## src/rtl/pipeline_perf_monitor_if.sv

```systemverilog
// Read-port bundle for pipeline_perf_monitor: a host issues register reads,
// the monitor answers one cycle later with a data/valid pair.
interface pipeline_perf_monitor_if #(
  parameter int unsigned CNT_W = 32
) ();

  logic             rd_en;
  logic [2:0]       rd_addr;
  logic [CNT_W-1:0] rd_data;
  logic             rd_valid;

  modport master (
    output rd_en,
    output rd_addr,
    input  rd_data,
    input  rd_valid
  );

  modport slave (
    input  rd_en,
    input  rd_addr,
    output rd_data,
    output rd_valid
  );

endinterface

```

## src/rtl/pipeline_perf_monitor.sv

```systemverilog
// pipeline_perf_monitor: cycle/retire/stall counters, idle-loop detector with
// sticky halt, and a registered read port for software or a debug host.
// Optional BRANCHES counter at address 5 is built when PERF_MON_BRANCH_CNT_EN
// is defined; otherwise branch_in is ignored and address 5 reads zero.
module pipeline_perf_monitor #(
  parameter int unsigned CNT_W      = 32,
  parameter int unsigned HIST_DEPTH = 16,
  parameter int unsigned MATCH_MULT = 2,
  parameter logic [31:0] NOP_INSTR  = 32'h0000_0013
) (
  input  logic                    clock,
  input  logic                    reset,
  input  logic                    mon_en,
  input  logic                    mon_clr,
  input  logic [31:0]             pc_in,
  input  logic [31:0]             instr_in,
  input  logic                    stall_in,
  input  logic                    branch_in,
  pipeline_perf_monitor_if.slave  rd_bus,
  output logic                    halted
);

  localparam int unsigned NP     = 4;
  localparam int unsigned PTR_W  = $clog2(HIST_DEPTH);
  localparam int unsigned FILL_W = $clog2(HIST_DEPTH + 1);
  localparam int unsigned THR1   = (MATCH_MULT * 1 > 3) ? MATCH_MULT * 1 : 3;
  localparam int unsigned THR2   = (MATCH_MULT * 2 > 3) ? MATCH_MULT * 2 : 3;
  localparam int unsigned THR3   = (MATCH_MULT * 3 > 3) ? MATCH_MULT * 3 : 3;
  localparam int unsigned THR4   = (MATCH_MULT * 4 > 3) ? MATCH_MULT * 4 : 3;
  // Thresholds grow with the period, so the longest one sizes the match counters.
  localparam int unsigned MC_W   = $clog2(THR4 + 1);
  localparam int unsigned THR [NP] = '{THR1, THR2, THR3, THR4};

  typedef enum logic {
    ST_RUN  = 1'b0,
    ST_HALT = 1'b1
  } mon_state_e;

  mon_state_e        r_state;
  mon_state_e        w_state_nxt;

  logic [CNT_W-1:0]  r_cycles;
  logic [CNT_W-1:0]  r_instret;
  logic [CNT_W-1:0]  r_stalls;
  logic [CNT_W-1:0]  w_branches;

  logic [31:0]       r_hist [HIST_DEPTH];
  logic [PTR_W-1:0]  r_wptr;
  logic [FILL_W-1:0] r_fill;
  logic [31:0]       r_prev_instr;
  logic [MC_W-1:0]   r_mcnt [NP];
  logic [2:0]        r_loop_period;
  logic [31:0]       r_halt_pc;

  logic [CNT_W-1:0]  r_rd_data;
  logic              r_rd_valid;

  logic              w_active;
  logic              w_sample;
  logic              w_match    [NP];
  logic [MC_W-1:0]   w_mcnt_nxt [NP];
  logic              w_hit_any;
  logic [2:0]        w_hit_period;
  logic [CNT_W-1:0]  w_rd_mux;

  assign halted          = (r_state == ST_HALT);
  assign rd_bus.rd_data  = r_rd_data;
  assign rd_bus.rd_valid = r_rd_valid;

  // Halt state register.
  always_ff @(posedge clock) begin
    if (!reset) begin
      r_state <= ST_RUN;
    end else begin
      r_state <= w_state_nxt;
    end
  end

  // Next state plus active/sample qualifiers; a clear always returns to RUN.
  always_comb begin
    w_state_nxt = r_state;
    w_active    = 1'b0;
    w_sample    = 1'b0;
    case (r_state)
      ST_RUN: begin
        w_active = mon_en & ~mon_clr;
        w_sample = mon_en & ~mon_clr & ~stall_in;
        if (w_sample && w_hit_any) begin
          w_state_nxt = ST_HALT;
        end
      end
      ST_HALT: begin
        if (mon_clr) begin
          w_state_nxt = ST_RUN;
        end
      end
      default: w_state_nxt = ST_RUN;
    endcase
  end

  // Per-period match against pre-write history; smallest period over threshold wins.
  always_comb begin
    w_hit_any    = 1'b0;
    w_hit_period = '0;
    for (int p = 0; p < NP; p++) begin
      w_match[p] = (r_fill >= FILL_W'(p + 1)) &&
                   (pc_in == r_hist[r_wptr - PTR_W'(p + 1)]);
      if (p == 0) begin
        w_match[p] = w_match[p] && (instr_in == r_prev_instr);
      end
      w_mcnt_nxt[p] = w_match[p] ? (r_mcnt[p] + MC_W'(1)) : '0;
    end
    for (int p = int'(NP) - 1; p >= 0; p--) begin
      if (w_match[p] && (w_mcnt_nxt[p] >= MC_W'(THR[p]))) begin
        w_hit_any    = 1'b1;
        w_hit_period = 3'(p + 1);
      end
    end
  end

  // Free-running performance counters, frozen outside active cycles.
  always_ff @(posedge clock) begin
    if (!reset || mon_clr) begin
      r_cycles  <= '0;
      r_instret <= '0;
      r_stalls  <= '0;
    end else if (w_active) begin
      r_cycles <= r_cycles + CNT_W'(1);
      if (!stall_in && (instr_in != NOP_INSTR)) begin
        r_instret <= r_instret + CNT_W'(1);
      end
      if (stall_in) begin
        r_stalls <= r_stalls + CNT_W'(1);
      end
    end
  end

`ifdef PERF_MON_BRANCH_CNT_EN
  logic [CNT_W-1:0] r_branches;

  // Taken branches on non-stalled active cycles.
  always_ff @(posedge clock) begin
    if (!reset || mon_clr) begin
      r_branches <= '0;
    end else if (w_sample && branch_in) begin
      r_branches <= r_branches + CNT_W'(1);
    end
  end

  assign w_branches = r_branches;
`else
  logic w_unused_branch;

  assign w_unused_branch = branch_in;
  assign w_branches      = '0;
`endif

  // Detector bookkeeping: pointer, fill level, previous instr and match counters.
  always_ff @(posedge clock) begin
    if (!reset || mon_clr) begin
      r_wptr       <= '0;
      r_fill       <= '0;
      r_prev_instr <= '0;
      for (int p = 0; p < NP; p++) begin
        r_mcnt[p] <= '0;
      end
    end else if (w_sample) begin
      r_wptr       <= r_wptr + PTR_W'(1);
      r_prev_instr <= instr_in;
      if (r_fill != FILL_W'(HIST_DEPTH)) begin
        r_fill <= r_fill + FILL_W'(1);
      end
      for (int p = 0; p < NP; p++) begin
        r_mcnt[p] <= w_mcnt_nxt[p];
      end
    end
  end

  // History storage; entries beyond the fill level are never compared.
  always_ff @(posedge clock) begin
    if (reset && w_sample) begin
      r_hist[r_wptr] <= pc_in;
    end
  end

  // Loop period and PC captured on the halting sample.
  always_ff @(posedge clock) begin
    if (!reset || mon_clr) begin
      r_loop_period <= '0;
      r_halt_pc     <= '0;
    end else if (w_sample && w_hit_any) begin
      r_loop_period <= w_hit_period;
      r_halt_pc     <= pc_in;
    end
  end

  // Register map decode from current (pre-update) state.
  always_comb begin
    w_rd_mux = '0;
    case (rd_bus.rd_addr)
      3'd0:    w_rd_mux = r_cycles;
      3'd1:    w_rd_mux = r_instret;
      3'd2:    w_rd_mux = r_stalls;
      3'd3:    w_rd_mux = CNT_W'({r_loop_period, halted});
      3'd4:    w_rd_mux = CNT_W'(r_halt_pc);
      3'd5:    w_rd_mux = w_branches;
      default: w_rd_mux = '0;
    endcase
  end

  // One-cycle read response; data holds between reads.
  always_ff @(posedge clock) begin
    if (!reset) begin
      r_rd_data  <= '0;
      r_rd_valid <= 1'b0;
    end else begin
      r_rd_valid <= rd_bus.rd_en;
      if (rd_bus.rd_en) begin
        r_rd_data <= w_rd_mux;
      end
    end
  end

endmodule
```

## src/flat_wrapper.sv

```systemverilog
// flat-port wrapper written by rule: the top's interface ports become plain ports
module pipeline_perf_monitor_flat 
#(
  parameter int unsigned CNT_W      = 32,
  parameter int unsigned HIST_DEPTH = 16,
  parameter int unsigned MATCH_MULT = 2,
  parameter logic [31:0] NOP_INSTR  = 32'h0000_0013
)
  (clock, reset, mon_en, mon_clr, pc_in, instr_in, stall_in, branch_in, halted, rd_bus_rd_en, rd_bus_rd_addr, rd_bus_rd_data, rd_bus_rd_valid);
  pipeline_perf_monitor_if #(.CNT_W(CNT_W)) rd_bus_i ();
  input  logic clock;
  input  logic reset;
  input  logic mon_en;
  input  logic mon_clr;
  input  logic [31:0] pc_in;
  input  logic [31:0] instr_in;
  input  logic stall_in;
  input  logic branch_in;
  output logic halted;
  input wire logic [$bits(rd_bus_i.rd_en)-1:0] rd_bus_rd_en;
  input wire logic [$bits(rd_bus_i.rd_addr)-1:0] rd_bus_rd_addr;
  output wire logic [$bits(rd_bus_i.rd_data)-1:0] rd_bus_rd_data;
  output wire logic [$bits(rd_bus_i.rd_valid)-1:0] rd_bus_rd_valid;
  assign rd_bus_i.rd_en = rd_bus_rd_en;
  assign rd_bus_i.rd_addr = rd_bus_rd_addr;
  assign rd_bus_rd_data = rd_bus_i.rd_data;
  assign rd_bus_rd_valid = rd_bus_i.rd_valid;
  pipeline_perf_monitor #(.CNT_W(CNT_W), .HIST_DEPTH(HIST_DEPTH), .MATCH_MULT(MATCH_MULT), .NOP_INSTR(NOP_INSTR)) u_core (.clock(clock), .reset(reset), .mon_en(mon_en), .mon_clr(mon_clr), .pc_in(pc_in), .instr_in(instr_in), .stall_in(stall_in), .branch_in(branch_in), .rd_bus(rd_bus_i), .halted(halted));
endmodule
```

## config.mk

```make
export PLATFORM = sky130hd
export DESIGN_NAME = pipeline_perf_monitor_flat
export DESIGN_NICKNAME = d
export VERILOG_FILES = /design/src/rtl/pipeline_perf_monitor_if.sv /design/src/rtl/pipeline_perf_monitor.sv /design/src/flat_wrapper.sv
export SDC_FILE = /design/constraint.sdc
export NUM_CORES = 2
export LEC_CHECK = 0
export ABC_AREA = 1
export BUFFER_PORTS_ARGS = -buffer_cell sky130_fd_sc_hd__buf_2
export CAP_MARGIN = 20
export CELL_PAD_IN_SITES_DETAIL_PLACEMENT = 0
export CELL_PAD_IN_SITES_GLOBAL_PLACEMENT = 1
export CORE_MARGIN = 4
export CORE_UTILIZATION = 48
export CTS_BUF_LIST = sky130_fd_sc_hd__clkbuf_4 sky130_fd_sc_hd__clkbuf_8
export DETAILED_ROUTE_END_ITERATION = 8
export PLACE_DENSITY_LB_ADDON = 0.1
export SYNTH_ARGS = -nofsm -noshare
export SYNTH_HDL_FRONTEND = slang
export SYNTH_SLANG_ARGS = --single-unit
```

## constraint.sdc

```tcl
create_clock -name clock -period 4.7 [get_ports clock]
set_input_delay 0.235 -clock clock [delete_from_list [all_inputs] [get_ports clock]]
set_output_delay 0.235 -clock clock [all_outputs]
set_load 0.01 [all_outputs]
```

Yosys cells after proc, flatten, opt, wreduce, memory -nomap -nowiden:

Memories as Yosys holds them, arrays and structs flattened.
Index checks and enable logic that the tools add are counted.

* reductions and logical operators: 20
* eq/ne operators: 11
* add/sub/neg operators: 13
* $lt $le $gt $ge: 8
* bitwise operators: 9
* mux-type cells: 29

Operators by type and width (number)
* $eq 32x32->1: 5
* $pmux 32 s5: 1
* $add 32x1->32 const B: 3
* $mux 4: 8
* $ne 32x5->1 const B: 1
* $add 4x1->4 const B: 5
* $mux 1: 15
* $logic_and 1x1->1: 13
* $mux 3: 4
* $ge 5x2->1 const B: 2
* $ge 4x3->1 const B: 2
* $sub 4x2->4 const B: 2
* $eq 3x2->1 const B: 2
* $reduce_and 2->1: 3
* $add 5x1->5 const B: 1
* $ge 5x1->1 const B: 1
* $ge 5x3->1 const B: 1
* $ne 5x5->1 const B: 1
* $ge 4x2->1 const B: 1
* $ge 4x4->1 const B: 1
* $or 1x1->1: 4
* $sub 4x1->4 const B: 1
* $sub 4x3->4 const B: 1
* $eq 3x1->1 const B: 1
* 7 further kinds: 11

* register bits after elaboration: 206
* memory bits (writable): 528
* output and inout bits: 34
* input port bits: 74
* memories kept: 2
* logic and storage cells: 103

Memories
* u_core.r_hist: depth 16, width 32, rd ports 4, clocked after memory_dff 0, wr ports 1, RTL line pipeline_perf_monitor.sv:47 `logic [31:0] r_hist [HIST_DEPTH];`
* u_core.r_mcnt: depth 4, width 4, rd ports 4, clocked after memory_dff 0, wr ports 4, RTL line pipeline_perf_monitor.sv:51 `logic [MC_W-1:0] r_mcnt [NP];`

Depth between registers and ports, before layout:

An unclocked memory read counts as a cell.

* word-level depth: 14
* gate-level depth with buffers: 32
* gate-level depth less buffers: 23

Least setup slack after synthesis:

No wires, ideal clock.

* kind: register -> register
* start point: register u_core.r_wptr[1]
* end point: memory u_core.r_hist[9][0] (enable)
* cell stages (with the launch flop): 8
* data required time: 4239 ps
* period minus slack after synthesis: 4125 ps
* data arrival time: 3664 ps
* path slack: 575 ps
* library setup time: 461 ps
* cell sequence: dfxtp_1 inv_2 clkbuf_1 buf_2 buf_2 ha_1 inv_1 nor3_1

RTL lines
* start: declaration: RTL line pipeline_perf_monitor.sv:48 `logic [PTR_W-1:0] r_wptr;`
* start signal: assignment: RTL line pipeline_perf_monitor.sv:168 `r_wptr <= r_wptr + PTR_W'(1);`
* end: declaration: RTL line pipeline_perf_monitor.sv:47

No word-level cell before the write port.

Worst setup path after layout:

* start point: register u_core.r_wptr[2]
* end point: register u_core.r_halt_pc[31]

* word-level cells in the longest chain between the ends: 12
* elaborated cells on any way between the ends: 31
* those cells by class: add/sub: 4; order compare: 4; eq/ne: 4; mux: 8; reduce/logical: 10; memory: 1

Ends and longest elaborated chain
* $sub 4x3->4: RTL line pipeline_perf_monitor.sv:107 `(pc_in == r_hist[r_wptr - PTR_W'(p + 1)]);`
* $mem_v2 16x32 (*)
* $eq 32x32->1: RTL line pipeline_perf_monitor.sv:107
* $logic_and 1x1->1: RTL line pipeline_perf_monitor.sv:106 `w_match[p] = (r_fill >= FILL_W'(p + 1)) &&`
* $mux 4: RTL line pipeline_perf_monitor.sv:111 `w_mcnt_nxt[p] = w_match[p] ? (r_mcnt[p] + MC_W'(1)) : '0;`
* $ge 4x4->1: RTL line pipeline_perf_monitor.sv:114 `if (w_match[p] && (w_mcnt_nxt[p] >= MC_W'(THR[p]))) begin`
* $logic_and 1x1->1: RTL line pipeline_perf_monitor.sv:114
* $mux 1 (3 in a row): RTL line pipeline_perf_monitor.sv:114
* $mux 1 (*): RTL line pipeline_perf_monitor.sv:114
* $logic_and 1x1->1 (*): RTL line pipeline_perf_monitor.sv:191 `end else if (w_sample && w_hit_any) begin`
* end signal: assignment: RTL line pipeline_perf_monitor.sv:193 `r_halt_pc <= pc_in;`
* end: declaration: RTL line pipeline_perf_monitor.sv:53 `logic [31:0] r_halt_pc;`

Every way passes the cells marked *; elsewhere a longest branch is shown, timed or not.
A chain may end at the register's enable or synchronous reset.

==> impl_metrics.env <==
export IMPL_final_area_um2=50380
export IMPL_finalCriticalPeriod_ps=4340
export IMPL_place_area_um2=46780
export IMPL_crit_fanout=52
export IMPL_antenna_found_initial=6
export IMPL_setup_slack_ps=359.6
export IMPL_synth_edff_count=528
export IMPL_drt_iter0_markers=5649
export IMPL_finClkSkew_ps=43.75
export IMPL_synth_common_cells="nand2_1, nand3_1, edfxtp_1, nor2_1, inv_1"
export IMPL_port_buffers=106
export IMPL_criticalPathCategory="reg2reg"
export IMPL_fmax_ghz=0.2304
export IMPL_end_kind="flop"
export IMPL_cts_resized=0
export IMPL_hold_path_depth=5
export IMPL_grt_use_total=0.3563
export IMPL_worstHoldEndpoint="u_core.rd_bus.rd_data[0]$_SDFFE_PN0P_"
export IMPL_grt_max_degree=159
export IMPL_avgSynthCellArea_um2=7.129
export IMPL_maxCapViolCount=0
export IMPL_dp_hpwl_mm=118.4
export IMPL_drive_above_1_share=0.07980
export IMPL_wl_per_cell_um=23.23
export IMPL_worstReg2RegEnd="u_core.r_halt_pc[31]$_SDFFE_PP0P_"
export IMPL_rows=111
export IMPL_internal_power_w=0.01099
export IMPL_setup_tns_ps=0
export IMPL_ctsRootBufferMaster="clkbuf_8"
export IMPL_p_leak_nw=20.43
export IMPL_clk_pin_slew_ps=60
export IMPL_syn_area_um2=44720
export IMPL_switching_share=0.2685
export IMPL_cts_buffer_depth=3
export IMPL_seqPwrFrac=0.463
export IMPL_synth_distinct_cells=49
export IMPL_final_util=0.5472
export IMPL_r2r_slack_ps=360
export IMPL_vdd_drop_max_uv=280.3
export IMPL_hold_violations=0
export IMPL_p_per_area_nw_per_um2=298.3
export IMPL_synthCells=6273
export IMPL_die_area_um2=98120
export IMPL_dieHeight_um=313.2
export IMPL_synth_ff_latch_count=734
export IMPL_worst_ep_required_time_ps=5430
export IMPL_r2r_cells=21
export IMPL_maxSlewViolCount=0
export IMPL_p_clk_frac=0.436
export IMPL_post_cts_buffers=0
export IMPL_cp_arrival_ps=5070
export IMPL_hp_start="rd_bus_rd_addr[0]"
export IMPL_nets=6442
export IMPL_gp_congestion=1.029
export IMPL_rsz0062_at_grt="no"
export IMPL_ys_flop_type="edfxtp_1"
export IMPL_coreArea_um2=92080
export IMPL_die_x_um=313.2
export IMPL_synthMostInstantiatedCell="nand2_1"
export IMPL_num_fill_cells=8948
export IMPL_outcome="finished, final reports clean"
export IMPL_htree_levels=4
export IMPL_syn_nets=6371
export IMPL_synth_area_leaders="edfxtp_1, nand2_1, nand3_1"
export IMPL_cts_hold_buffers=73
export IMPL_clk_insertion_delay_late_ps=870
export IMPL_start_util=0.4857
export IMPL_cts_tree="built"
export IMPL_syn_to_final_growth_pct=12.66
export IMPL_ys_seq_area_frac=0.4468
export IMPL_avgViaCountPerCell=5.836
export IMPL_yosysTopAreaCell="edfxtp_1"
export IMPL_hold_class="in2reg"
export IMPL_cp_start_kind="flop"
export IMPL_cts_buffers_inserted=138
export IMPL_comb_power_share=0.101
export IMPL_worst_pin_slew_ps=1071
export IMPL_grt_ovfl_total=0
export IMPL_firstDrtPassIters=6
export IMPL_switchingPower_w=0.004035
export IMPL_grt_pass1_vias=40340
export IMPL_ant_nets=0
export IMPL_routed_wl_mm=179.0
export IMPL_relSlewSlack=0.2863
export IMPL_io_pins=108
export IMPL_synth_top_area_share=0.3545
export IMPL_drc=0
export IMPL_finalCritPeriodShare=0.9235
export IMPL_vias=44970
export IMPL_setup_viol=0
export IMPL_cts_sinks=734
export IMPL_rr_startpoint="u_core.r_wptr[2]$_SDFFE_PP0P_"
export IMPL_ys_async_sr_fraction=0
export IMPL_grt_pass1_wl_mm=261.1
export IMPL_yosysWarnings=0
export IMPL_dp_slack_ps=520.9
-- critical path, cell delays in order (launching register included) --
cell,delay [ps]
dfxtp_4,350
clkinv_2,80
buf_4,550
nand3_1,170
nand2_2,110
buf_4,600
nand3_1,260
nand3_1,320
nand2_1,160
nor2_1,110
nand2_1,60
nor2_1,90
nand2_1,90
nor2_1,280
nand3_1,110
nand2_1,140
o21bai_2,110
nand2_2,100
buf_12,220
nand2_1,90
nand2_1,70
nor2_1,50
-- state kept, by name, indices dropped and copies added, names as in the netlist --
register and count:
u_core.r_hist 512, u_core.r_cycles 32, u_core.r_wptr 4, u_core.r_fill 5
u_core.r_prev_instr 32, u_core.halted 1, u_core.rd_bus.rd_data 32, u_core.r_mcnt 16
u_core.r_stalls 32, u_core.r_instret 32, u_core.rd_bus.rd_valid 1, u_core.r_halt_pc 32
u_core.r_loop_period 3
-- kinds of logic (layout without fill, tap and decap cells) --
| logic type | count (synthesis) | after routing | synth area share |
|---|---|---|---|
| adders and majority gates | 24 | 24 | 0.006715 |
| buffers and inverters | 708 | 889 | 0.06614 |
| and+or+nand+nor | 4156 | 4156 | 0.3910 |
| DFF | 734 | 734 | 0.4468 |
| muxes | 1 | 1 | 0.0002238 |
| xor gates and xnor gates | 64 | 64 | 0.01304 |
| other | 0 | 8 | 0 |
| AOI/OAI and AO/OA | 586 | 586 | 0.07610 |
-- per-layer routing --
metal  up-vias  track usage  part of all wire
met3       467      0.07041              0.10
li1      21170            -                 -
met2      2329       0.5437              0.43
met5         -            0                 0
met4         0       0.1590             0.050
met1     21000       0.4922              0.42
-- layout make-up --
class | instances | area (um2) | area share
repair buffers | 294 | 2613 | 0.05185
clock buffers | 187 | 2336 | 0.04637
diodes | 8 | 20.02 | 0.0003973
multi-input cells | 4831 | 22030 | 0.4373
well taps | 1243 | 1555 | 0.03087
flip-flops and latches | 734 | 19990 | 0.3968
clock inverters | 63 | 519.2 | 0.01031
inverters | 345 | 1319 | 0.02618
-- placed cells by master (no fill, tap or decap), drive strengths merged, types with 12 or more instances in the layout --
master       netlist  final
nand2           2476   2476
dfxtp            206    206
nor3              58     58
clkinv             3     47
clkbuf           122    187
dlygate4sd3        0     73
nor2             350    350
nor4              26     26
buf              241    221
edfxtp           528    528
a21oi            128    128
inv              342    345
ha                24     24
nand4             68     68
xor2              56     56
and2              12     12
o211ai           143    143
nand3           1125   1125
or2               21     21
o21ai            270    270
-- worst max path at each step --
stage / startpoint / depth (start not counted) / endpoint / slack (ps)
6_report: u_core.r_wptr[2]$_SDFFE_PP0P_ / 21 / u_core.r_halt_pc[31]$_SDFFE_PP0P_ / 360
5_1_grt: u_core.r_wptr[0]$_SDFFE_PP0P_ / 21 / u_core.r_halt_pc[25]$_SDFFE_PP0P_ / 80
4_1_cts: u_core.r_wptr[2]$_SDFFE_PP0P_ / 20 / u_core.r_halt_pc[31]$_SDFFE_PP0P_ / 500
3_5_place_dp: u_core.r_wptr[2]$_SDFFE_PP0P_ / 20 / u_core.r_halt_pc[23]$_SDFFE_PP0P_ / 520
3_3_place_gp: u_core.r_wptr[0]$_SDFFE_PP0P_ / 21 / u_core.r_halt_pc[23]$_SDFFE_PP0P_ / 580
2_1_floorplan: u_core.r_wptr[1]$_SDFFE_PP0P_ / 7 / u_core.r_hist[9][0]$_DFFE_PP_ / 580
-- per-stage QoR --
step                hold WS [ps]  std cells  power (W)
floorplan                  332.6       6273   0.007942
global placement           441.5       7374   0.008512
detailed placement         446.9       7374   0.008521
CTS                        6.521       7697    0.01508
global route               88.10       7700    0.01555
finish                     63.05       7705    0.01503
-- power groups by stage --
| stage | Sequential (W) | Clock, W | Combinational, W |
|---|---|---|---|
| final | 0.00696 | 0.00655 | 0.00152 |
| after global routing | 0.00696 | 0.00695 | 0.00164 |
| after floorplan | 0.00710 | 0 | 0.000844 |
| after global placement | 0.00710 | 0 | 0.00141 |
| after CTS | 0.00696 | 0.00664 | 0.00148 |
| after detailed placement | 0.00710 | 0 | 0.00142 |
Note: power is estimated with default switching activity, not from simulation.
